## config.mk

```make
export PLATFORM = sky130hd
export DESIGN_NAME = hazard_control
export DESIGN_NICKNAME = d
export VERILOG_FILES = /design/src/rtl/hazard_control_pkg.sv /design/src/rtl/hazard_control_stall_timer.sv /design/src/rtl/hazard_control.sv
export SDC_FILE = /design/constraint.sdc
export NUM_CORES = 1
export LEC_CHECK = 0
export CORE_ASPECT_RATIO = 1.2
export CORE_UTILIZATION = 35
export CTS_BUF_LIST = sky130_fd_sc_hd__clkbuf_4
export DETAILED_ROUTE_END_ITERATION = 8
export MAX_ROUTING_LAYER = met4
export PLACE_DENSITY_LB_ADDON = 0.3
export SLEW_MARGIN = 5
export SYNTH_ARGS = -nofsm -noshare
export SYNTH_HDL_FRONTEND = slang
export SYNTH_HIERARCHICAL = 1
export SYNTH_SLANG_ARGS = --single-unit
```

## constraint.sdc

```tcl
create_clock -name i_clock -period 1.7 [get_ports i_clock]
set_input_delay 0.34 -clock i_clock [delete_from_list [all_inputs] [get_ports i_clock]]
set_output_delay 0.34 -clock i_clock [all_outputs]
set_load 0.01 [all_outputs]
```

## src/rtl/hazard_control_pkg.sv

```systemverilog
// Shared definitions for the pipeline hazard controller: state encodings,
// default parameters and the bundled hold/flush control word.
package hazard_control_pkg;

  typedef enum logic [1:0] {
    ST_RUN    = 2'd0,
    ST_MULDIV = 2'd1,
    ST_HALT   = 2'd2
  } state_e;

  localparam int MULDIV_LAT_DEF = 4;
  localparam int REG_AW_DEF     = 4;
  localparam int CNT_W          = 4;
  localparam int SC_W           = 8;

  typedef struct packed {
    logic pc_hold;
    logic ifid_hold;
    logic idex_hold;
    logic exmem_hold;
    logic ifid_flush;
    logic idex_flush;
    logic exmem_flush;
  } ctrl_t;

  localparam ctrl_t CTRL_NONE     = 7'b000_0000;
  localparam ctrl_t CTRL_LOAD_USE = 7'b110_0010;
  localparam ctrl_t CTRL_BRANCH   = 7'b000_0110;
  localparam ctrl_t CTRL_MULDIV   = 7'b111_0001;
  localparam ctrl_t CTRL_HALT_IN  = 7'b111_1111;
  localparam ctrl_t CTRL_HALTED   = 7'b111_1000;

endpackage

```

## src/rtl/hazard_control_stall_timer.sv

```systemverilog
// Multi-cycle stall timer: loads MULDIV_LAT-1 on op start, counts down while
// the op is in flight, and flags the last stall cycle (cnt == 1).
module stall_timer
  import hazard_control_pkg::*;
#(
  parameter int MULDIV_LAT = MULDIV_LAT_DEF
) (
  input  logic             i_clock,
  input  logic             i_reset,
  input  logic             i_load,
  input  logic             i_dec,
  output logic [CNT_W-1:0] o_cnt,
  output logic             o_terminal
);

  logic [CNT_W-1:0] r_cnt;

  always_ff @(posedge i_clock) begin
    if (i_reset) begin
      r_cnt <= '0;
    end else if (i_load) begin
      r_cnt <= CNT_W'(MULDIV_LAT - 1);
    end else if (i_dec && (r_cnt != '0)) begin
      r_cnt <= r_cnt - 1'b1;
    end
  end

  assign o_cnt      = r_cnt;
  assign o_terminal = (r_cnt == CNT_W'(1));

endmodule

```

## src/rtl/hazard_control.sv

```systemverilog
// Pipeline hazard controller: load-use, branch, multi-cycle mul/div and halt
// handling with per-stage hold/flush outputs and a saturating stall counter.
//   state  | meaning
//   RUN    | normal issue; load-use and branch handled combinationally
//   MULDIV | front end frozen while the mul/div completes
//   HALT   | everything held until reset
module hazard_control
  import hazard_control_pkg::*;
#(
  parameter int MULDIV_LAT = MULDIV_LAT_DEF,
  parameter int REG_AW     = REG_AW_DEF
) (
  input  logic              i_clock,
  input  logic              i_reset,
  input  logic [REG_AW-1:0] i_id_rs_addr,
  input  logic [REG_AW-1:0] i_id_rt_addr,
  input  logic              i_ex_mem_read,
  input  logic [REG_AW-1:0] i_ex_rd_addr,
  input  logic              i_branch_taken,
  input  logic              i_muldiv_start,
  input  logic              i_halt,
  output logic              o_pc_hold,
  output logic              o_ifid_hold,
  output logic              o_idex_hold,
  output logic              o_exmem_hold,
  output logic              o_ifid_flush,
  output logic              o_idex_flush,
  output logic              o_exmem_flush,
  output logic              o_busy,
  output logic [SC_W-1:0]   o_stall_count
);

  state_e           r_state;
  state_e           w_next;
  ctrl_t            w_ctrl;
  logic [SC_W-1:0]  r_stall_count;
  logic [CNT_W-1:0] w_cnt;
  logic             w_terminal;
  logic             w_load_use;
  logic             w_timer_load;

  assign w_load_use = i_ex_mem_read && (i_ex_rd_addr != '0) &&
                      ((i_ex_rd_addr == i_id_rs_addr) || (i_ex_rd_addr == i_id_rt_addr));
  assign w_timer_load = (r_state == ST_RUN) && !i_halt && i_muldiv_start;

  stall_timer #(.MULDIV_LAT(MULDIV_LAT)) u_stall_timer (
    .i_clock    (i_clock),
    .i_reset    (i_reset),
    .i_load     (w_timer_load),
    .i_dec      (r_state == ST_MULDIV),
    .o_cnt      (w_cnt),
    .o_terminal (w_terminal)
  );

  always_ff @(posedge i_clock) begin
    if (i_reset) begin
      r_state <= ST_RUN;
    end else begin
      r_state <= w_next;
    end
  end

  always_comb begin
    w_next = r_state;
    case (r_state)
      ST_RUN: begin
        if (i_halt)              w_next = ST_HALT;
        else if (i_muldiv_start) w_next = ST_MULDIV;
      end
      ST_MULDIV: begin
        if (i_halt)          w_next = ST_HALT;
        else if (w_terminal) w_next = ST_RUN;
      end
      ST_HALT: w_next = ST_HALT;
      default: w_next = ST_RUN;
    endcase
  end

  // Reset masks every hold/flush so a stuck pipeline is released immediately.
  always_comb begin
    w_ctrl = CTRL_NONE;
    if (!i_reset) begin
      case (r_state)
        ST_RUN: begin
          if (i_halt)              w_ctrl = CTRL_HALT_IN;
          else if (i_muldiv_start) w_ctrl = CTRL_MULDIV;
          else if (i_branch_taken) w_ctrl = CTRL_BRANCH;
          else if (w_load_use)     w_ctrl = CTRL_LOAD_USE;
        end
        ST_MULDIV: w_ctrl = i_halt ? CTRL_HALT_IN : CTRL_MULDIV;
        ST_HALT:   w_ctrl = CTRL_HALTED;
        default:   w_ctrl = CTRL_NONE;
      endcase
    end
  end

  always_ff @(posedge i_clock) begin
    if (i_reset) begin
      r_stall_count <= '0;
    end else if (w_ctrl.pc_hold && (r_stall_count != {SC_W{1'b1}})) begin
      r_stall_count <= r_stall_count + 1'b1;
    end
  end

  assign o_pc_hold     = w_ctrl.pc_hold;
  assign o_ifid_hold   = w_ctrl.ifid_hold;
  assign o_idex_hold   = w_ctrl.idex_hold;
  assign o_exmem_hold  = w_ctrl.exmem_hold;
  assign o_ifid_flush  = w_ctrl.ifid_flush;
  assign o_idex_flush  = w_ctrl.idex_flush;
  assign o_exmem_flush = w_ctrl.exmem_flush;
  assign o_busy        = (r_state != ST_RUN);
  assign o_stall_count = r_stall_count;

endmodule
```

==> results of run 1 <==
[timing repair]
action / 4_1_cts / 5_1_grt
endpoints found under the setup margin: 19 / 19
cloned: 0 / 0
buffers inserted: 4 / 1
resized for setup: 59 / 19
endpoints found under the hold margin: 0 / 0
pin swaps: 11 / 3
[state kept, by name, indices dropped and copies added, names as in the netlist]
signal	flops
o_stall_count	8
r_state	2
u_stall_timer/o_cnt	4
[cell families after synthesis]
kind of cell,synth area share
multiplexers,0.0562
adder cells (fa/ha/maj),0.0750
flip-flops,0.280
AO/OA/AOI/OAI,0.163
XOR/XNOR,0.0787
buffers and inverters,0.0488
AND/OR/NAND/NOR,0.299
[per-stage QoR]
| step | cell area, um^2 | TNS (ns) | util | setup WS (ns) | hold WS, ns |
|---|---|---|---|---|---|
| finish | 1740 | -2.24 | 0.660 | -0.239 | 0.501 |
| global route | 1740 | -3.40 | 0.660 | -0.321 | 0.518 |
| CTS | 1670 | -2.50 | 0.637 | -0.241 | 0.502 |
| detailed placement | 1570 | -9.73 | 0.599 | -0.864 | 0.487 |
| global placement | 1570 | -9.43 | 0.599 | -0.792 | 0.459 |
| floorplan | 1030 | -0.227 | - | -0.0999 | 0.409 |
[routing by layer]
metal  global-route usage  vias up  wire length [um]
li1                     -      552                 -
met1                0.223      522              1190
met2                0.390       32              1580
met3               0.0426        6               160
met4               0.0754        0                53
met5                    -        -                 0
[power by group through the flow]
stage	clock network, mW	registers (mW)	logic (mW)
floorplan	0	0.365	0.157
CTS	0.190	0.354	0.366
finish	0.181	0.354	0.383
detailed placement	0	0.361	0.349
global placement	0	0.360	0.339
global route	0.203	0.356	0.418
[final timing paths]
| check | from | cells after the start | endpoint |
|---|---|---|---|
| worst max-delay path | i_id_rt_addr[3] | 8 | o_stall_count[5] |
| worst min-delay path | o_stall_count[6] | 1 | o_stall_count[6] |
| worst max register to register | r_state[0] | 8 | o_stall_count[5] |
| worst min register to register | o_stall_count[6] | 1 | o_stall_count[6] |
[layout make-up]
class,instances,share of cell area
well taps,33,0.0238
flip-flops and latches,14,0.166
clock buffers,3,0.0130
repair buffers,63,0.301
inverters,10,0.0245
multi-input cells,91,0.472
[placed cells by master (no fill, tap or decap), types with 3 or more instances in the layout]
master and n:
buf_4 27, clkdlybuf4s50_1 13, dfxtp_1 12, dlygate4sd2_1 10
inv_1 7, a21oi_1 7, nor2_1 7, buf_2 7
nand2_1 6, nor3_1 5, xor2_1 4, buf_6 4
xnor2_2 3, mux2i_1 3, nor2b_1 3, ha_1 3
ha_4 3, clkbuf_4 3
[synthesized netlist by cell type, drive strengths merged (2+ instances only)]
| cell | count | area [um^2] |
|---|---|---|
| or2 | 2 | 12.5 |
| nor2 | 10 | 37.5 |
| xnor2 | 5 | 43.8 |
| nand3 | 4 | 20.0 |
| mux2 | 2 | 26.3 |
| nor2b | 3 | 18.8 |
| xor2 | 4 | 35.0 |
| nand2b | 2 | 12.5 |
| o21ai | 4 | 31.3 |
| nor3 | 7 | 40.0 |
| inv | 10 | 37.5 |
| dfxtp | 14 | 280 |
| a211oi | 2 | 15.0 |
| a21oi | 8 | 40.0 |
| and4b | 3 | 32.5 |
| nand2 | 6 | 22.5 |
| and3 | 2 | 12.5 |
| nor4 | 2 | 18.8 |
| nor4b | 2 | 17.5 |
| a21o | 2 | 15.0 |
| ha | 6 | 75.1 |
| o41ai | 2 | 17.5 |
| mux2i | 3 | 30.0 |
==> qor.yml, run 1 <==
outcome:
  status: "complete, but fails checks"
  violations: "negative setup slack"
power:
  p_clk_frac: 0.198
  pwr-share-comb: 0.417
  powerDensity_mw_per_mm2: 529
  p_sw_frac: 0.317
  power_switching_mw: 0.291
  ir_drop_uv: 443
  p_seq_frac: 0.386
  p_leak_nw: 0.783
  power_mw: 0.918
  intPower_mw: 0.627
placed_design:
  portBuffers: 33
  dp.cells: 206
  place.gp.congestion: 0.753
  hpwl_um: 2140
cells_and_area:
  layout-drive-gt1-share: 0.414
  antenna_cells: 0
  final_cells: 214
  multi_input_area_um2: 818
  fillCellCount: 242
  regArea_um2: 288
  syn_to_final_growth_pct: 73.4
  nets: 207
setup_path:
  crit_slowest_cell: "clkdlybuf4s50_1"
  crit_chain: "clkdlybuf4s50_1, xnor2_2, a41oi_2, buf_4, buf_4, o21ai_4, nand4_2, mux2_4"
  cpPeakStageDelay_ns: 0.52
  critPathTopFamily: "buffers and inverters"
  cp_common_cell: "buf_4"
  cp.required_ns: 1.86
  crit_arrival_ns: 2.10
  worstSetupStartpointType: "input pin"
  end_kind: "flop"
  worst-path-max-fanout: 5
  criticalPathCategory: "input pin to flop"
  path_buf_inv: 3
  r2r_slack_ns: -0.23
synth:
  syn_area_mm2: 0.00100
  synth.yosys.seq_area_share: 0.280
  ys_seq_elements: 14
  synth_ff_type: "dfxtp_1"
  netlist_instances: 117
  synth_cell_type_count: 41
  synth_edf_count: 0
  syn_area_per_cell_um2: 8.56
  synth_nets: 141
  yosysWarnings: 6
  ys_async_sr_fraction: 0
clock_network:
  clockBufferDepth: 2
  cts_buffers: 3
  clk_pin_slew_ns: 0.08
  clk_latency_ns: 0.27
  h-tree-depth: 1
  cts-root-buf: "clkbuf_4"
  cts-hold-fix-buffers: 0
  cts.sinks: 14
  cts_tree: "done"
timing:
  rsz0062_at_grt: "yes"
  tightest_slew_ns: 0.351
  finalWorstSetupSlack_ns: -0.239
  skew_ns: 0.00106
  setup_viol: 13
  slew_violations: 0
  min_period_ns: 1.94
  fmax_mhz: 516
  fin_crit_sh: 1.14
  max_slew_margin: 0.762
  hold_viol: 0
floorplan:
  die_y_um: 60.6
  rows: 20
  ios: 34
  core_area_mm2: 0.00263
  die_area_mm2: 0.00308
  die_w_um: 50.8
  initial_core_util: 0.381
flow_run:
  cap_violations: 0
detailed_routing:
  vias: 1112
  drc: 0
  vias_per_cell: 5.20
  drtAntennaViolNets: 0
  post_drt_wl_per_cell_um: 13.9
  routed_wl_um: 2990
  dr.pass1.iters: 4
  drt-initial-drc-count: 23
global_routing:
  grt_pass1_vias: 1088
  grt_use_total: 0.211
  grt_overflow: 0
  grt_first_pass_wirelength_um: 4750
  antenna_found_initial: 0
  grt_start_max_net_pins: 20
min_path:
  min_path_type: "flop to flop"
Power figures use the tool's default switching activity.
==> run 2, diff against run 1 <==
--- a/config.mk
+++ b/config.mk
@@ -5,7 +5,9 @@
 export SDC_FILE = /design/constraint.sdc
 export NUM_CORES = 1
 export LEC_CHECK = 0
+export ABC_CLOCK_PERIOD_IN_PS = 1700
 export CORE_ASPECT_RATIO = 1.2
+export CORE_MARGIN = 3
 export CORE_UTILIZATION = 35
 export CTS_BUF_LIST = sky130_fd_sc_hd__clkbuf_4
 export DETAILED_ROUTE_END_ITERATION = 8
==> run 2 against run 1 <==
  * The run still ends with negative setup slack left
  * Critical path depth is the same
  * Worst setup slack worse by 0.034 ns
  * Global-route usage shrank 3.1 points
  * Hold slack worse by 0.0044 ns
  * Critical path type is now input pin to output pin
==> qor.yml, run 2 (synthesized netlist as in run 1, its figures left out) <==
outcome:
  status: "complete, but fails checks"
  violations: "negative setup slack"
floorplan:
  rows: 20
  ios: 34
  initial_core_util: 0.381
  die_w_um: 54.8
  core_area_mm2: 0.00263
  die_y_um: 64.6
  die_area_mm2: 0.00354
clock_network:
  clockBufferDepth: 2
  clk_pin_slew_ns: 0.09
  cts_buffers: 3
  h-tree-depth: 1
  cts-root-buf: "clkbuf_4"
  cts_tree: "done"
  clk_latency_ns: 0.28
  cts.sinks: 14
timing:
  slew_violations: 0
  setup_viol: 14
  skew_ns: 0.00533
  min_period_ns: 1.97
  rsz0062_at_grt: "yes"
  max_slew_margin: 0.699
  hold_viol: 0
  finalSetupTns_ns: -2.73
  fmax_mhz: 507
  finalWorstSetupSlack_ns: -0.273
  tightest_slew_ns: 0.445
  fin_crit_sh: 1.16
placed_design:
  place.gp.congestion: 0.800
  dp.cells: 211
  hpwl_um: 2270
  portBuffers: 33
cells_and_area:
  nets: 212
  antenna_cells: 0
  regArea_um2: 288
  final_common_cell: "buf_4"
  final_cell_mix: "31 x buf_4, 12 x dfxtp_1, 10 x clkdlybuf4s50_1, 8 x dlygate4sd2_1"
  layout-drive-gt1-share: 0.476
  final_cells: 220
  syn_to_final_growth_pct: 80.1
  largest_reg_flops: 8
  multi_input_area_um2: 843
  fillCellCount: 209
setup_path:
  r2r_end: "o_stall_count[5]"
  worst-path-max-fanout: 2
  end_kind: "output pin"
  r2r_slack_ns: -0.24
  worstSetupStartpointType: "input pin"
  timing.rr.start: "r_state[1]"
  worst_r2r_path_depth: 8
  crit_arrival_ns: 1.63
  cp.required_ns: 1.36
  startpoint: "i_ex_rd_addr[0]"
  criticalPathCategory: "input pin to output pin"
power:
  powerDensity_mw_per_mm2: 531
  p_leak_nw: 0.833
  ir_drop_uv: 457
detailed_routing:
  drc: 0
  drtAntennaViolNets: 0
  routed_wl_um: 3000
  drt-initial-drc-count: 16
  vias_per_cell: 4.99
  vias: 1097
  dr.pass1.iters: 4
  post_drt_wl_per_cell_um: 13.6
global_routing:
  grt_start_max_net_pins: 20
  grt_first_pass_wirelength_um: 4690
  antenna_found_initial: 0
  grt_use_total: 0.181
  grt_overflow: 0
  grt_pass1_vias: 1100
min_path:
  hold_path_depth: 1
  hold_path_startpoint: "o_stall_count[6]"
  min_path_type: "flop to flop"
  hold_path_end: "o_stall_count[6]"
flow_run:
  cap_violations: 0
run 2: layer usage:
| metal | vias to the layer above | routed length, um | GRT usage | share of wire |
|---|---|---|---|---|
| met5 | - | 0 | - | 0 |
| li1 | 557 | - | - | - |
| met4 | 0 | 13 | 0.0374 | 0.0043 |
| met2 | 24 | 1700 | 0.349 | 0.57 |
| met1 | 514 | 1110 | 0.177 | 0.37 |
| met3 | 2 | 170 | 0.0322 | 0.057 |
run 2: power by group:
| part | internal, mW | switching, mW | total (mW) |
|---|---|---|---|
| combinational | 0.220 | 0.186 | 0.406 |
| clock | 0.0850 | 0.111 | 0.196 |
| sequential | 0.341 | 0.0137 | 0.355 |
| total | 0.646 | 0.310 | 0.957 |
run 2: metrics by stage:
| stage | area (um^2) | total power [mW] | utilization | worst slack (ns) | hold slack (ns) |
|---|---|---|---|---|---|
| finish | 1800 | 0.957 | 0.686 | -0.273 | 0.496 |
| global route | 1800 | 1.02 | 0.686 | -0.350 | 0.536 |
| CTS | 1720 | 0.926 | 0.656 | -0.238 | 0.499 |
| detailed placement | 1610 | 0.721 | 0.613 | -0.893 | 0.487 |
| global placement | 1610 | 0.711 | 0.613 | -0.812 | 0.460 |
| floorplan | 1030 | 0.522 | - | -0.0999 | 0.409 |
run 2: worst max path at each step:
stage,end,cells after the start
final,o_ifid_hold,8
after global routing,o_ifid_hold,8
after CTS,o_idex_hold,5
after detailed placement,o_pc_hold,7
after global placement,o_idex_flush,6
after floorplan,o_stall_count[7],7
run 2: cell type report:
class / count / share of cell area
repair buffers: 68 / 0.312
clock buffers: 3 / 0.0125
flip-flops and latches: 14 / 0.160
multi-input cells: 91 / 0.468
clock inverters: 1 / 0.00208
inverters: 10 / 0.0236
well taps: 33 / 0.0229
run 2: critical path, stage by stage:
cell and delay, ns:
clkdlybuf4s15_2 0.19, xor2_1 0.16, nor4_2 0.31, a41oi_2 0.09
nor2_2 0.15, buf_4 0.12, a21o_1 0.13, buf_2 0.14
run 2: what timing repair did:
action                                  4_1_cts  5_1_grt
hold buffers                                  0        0
resized for setup                            68       28
pin swaps                                    15        6
setup buffers                                 4        1
endpoints found under the setup margin       19       20
hold endpoints to repair                      0        0
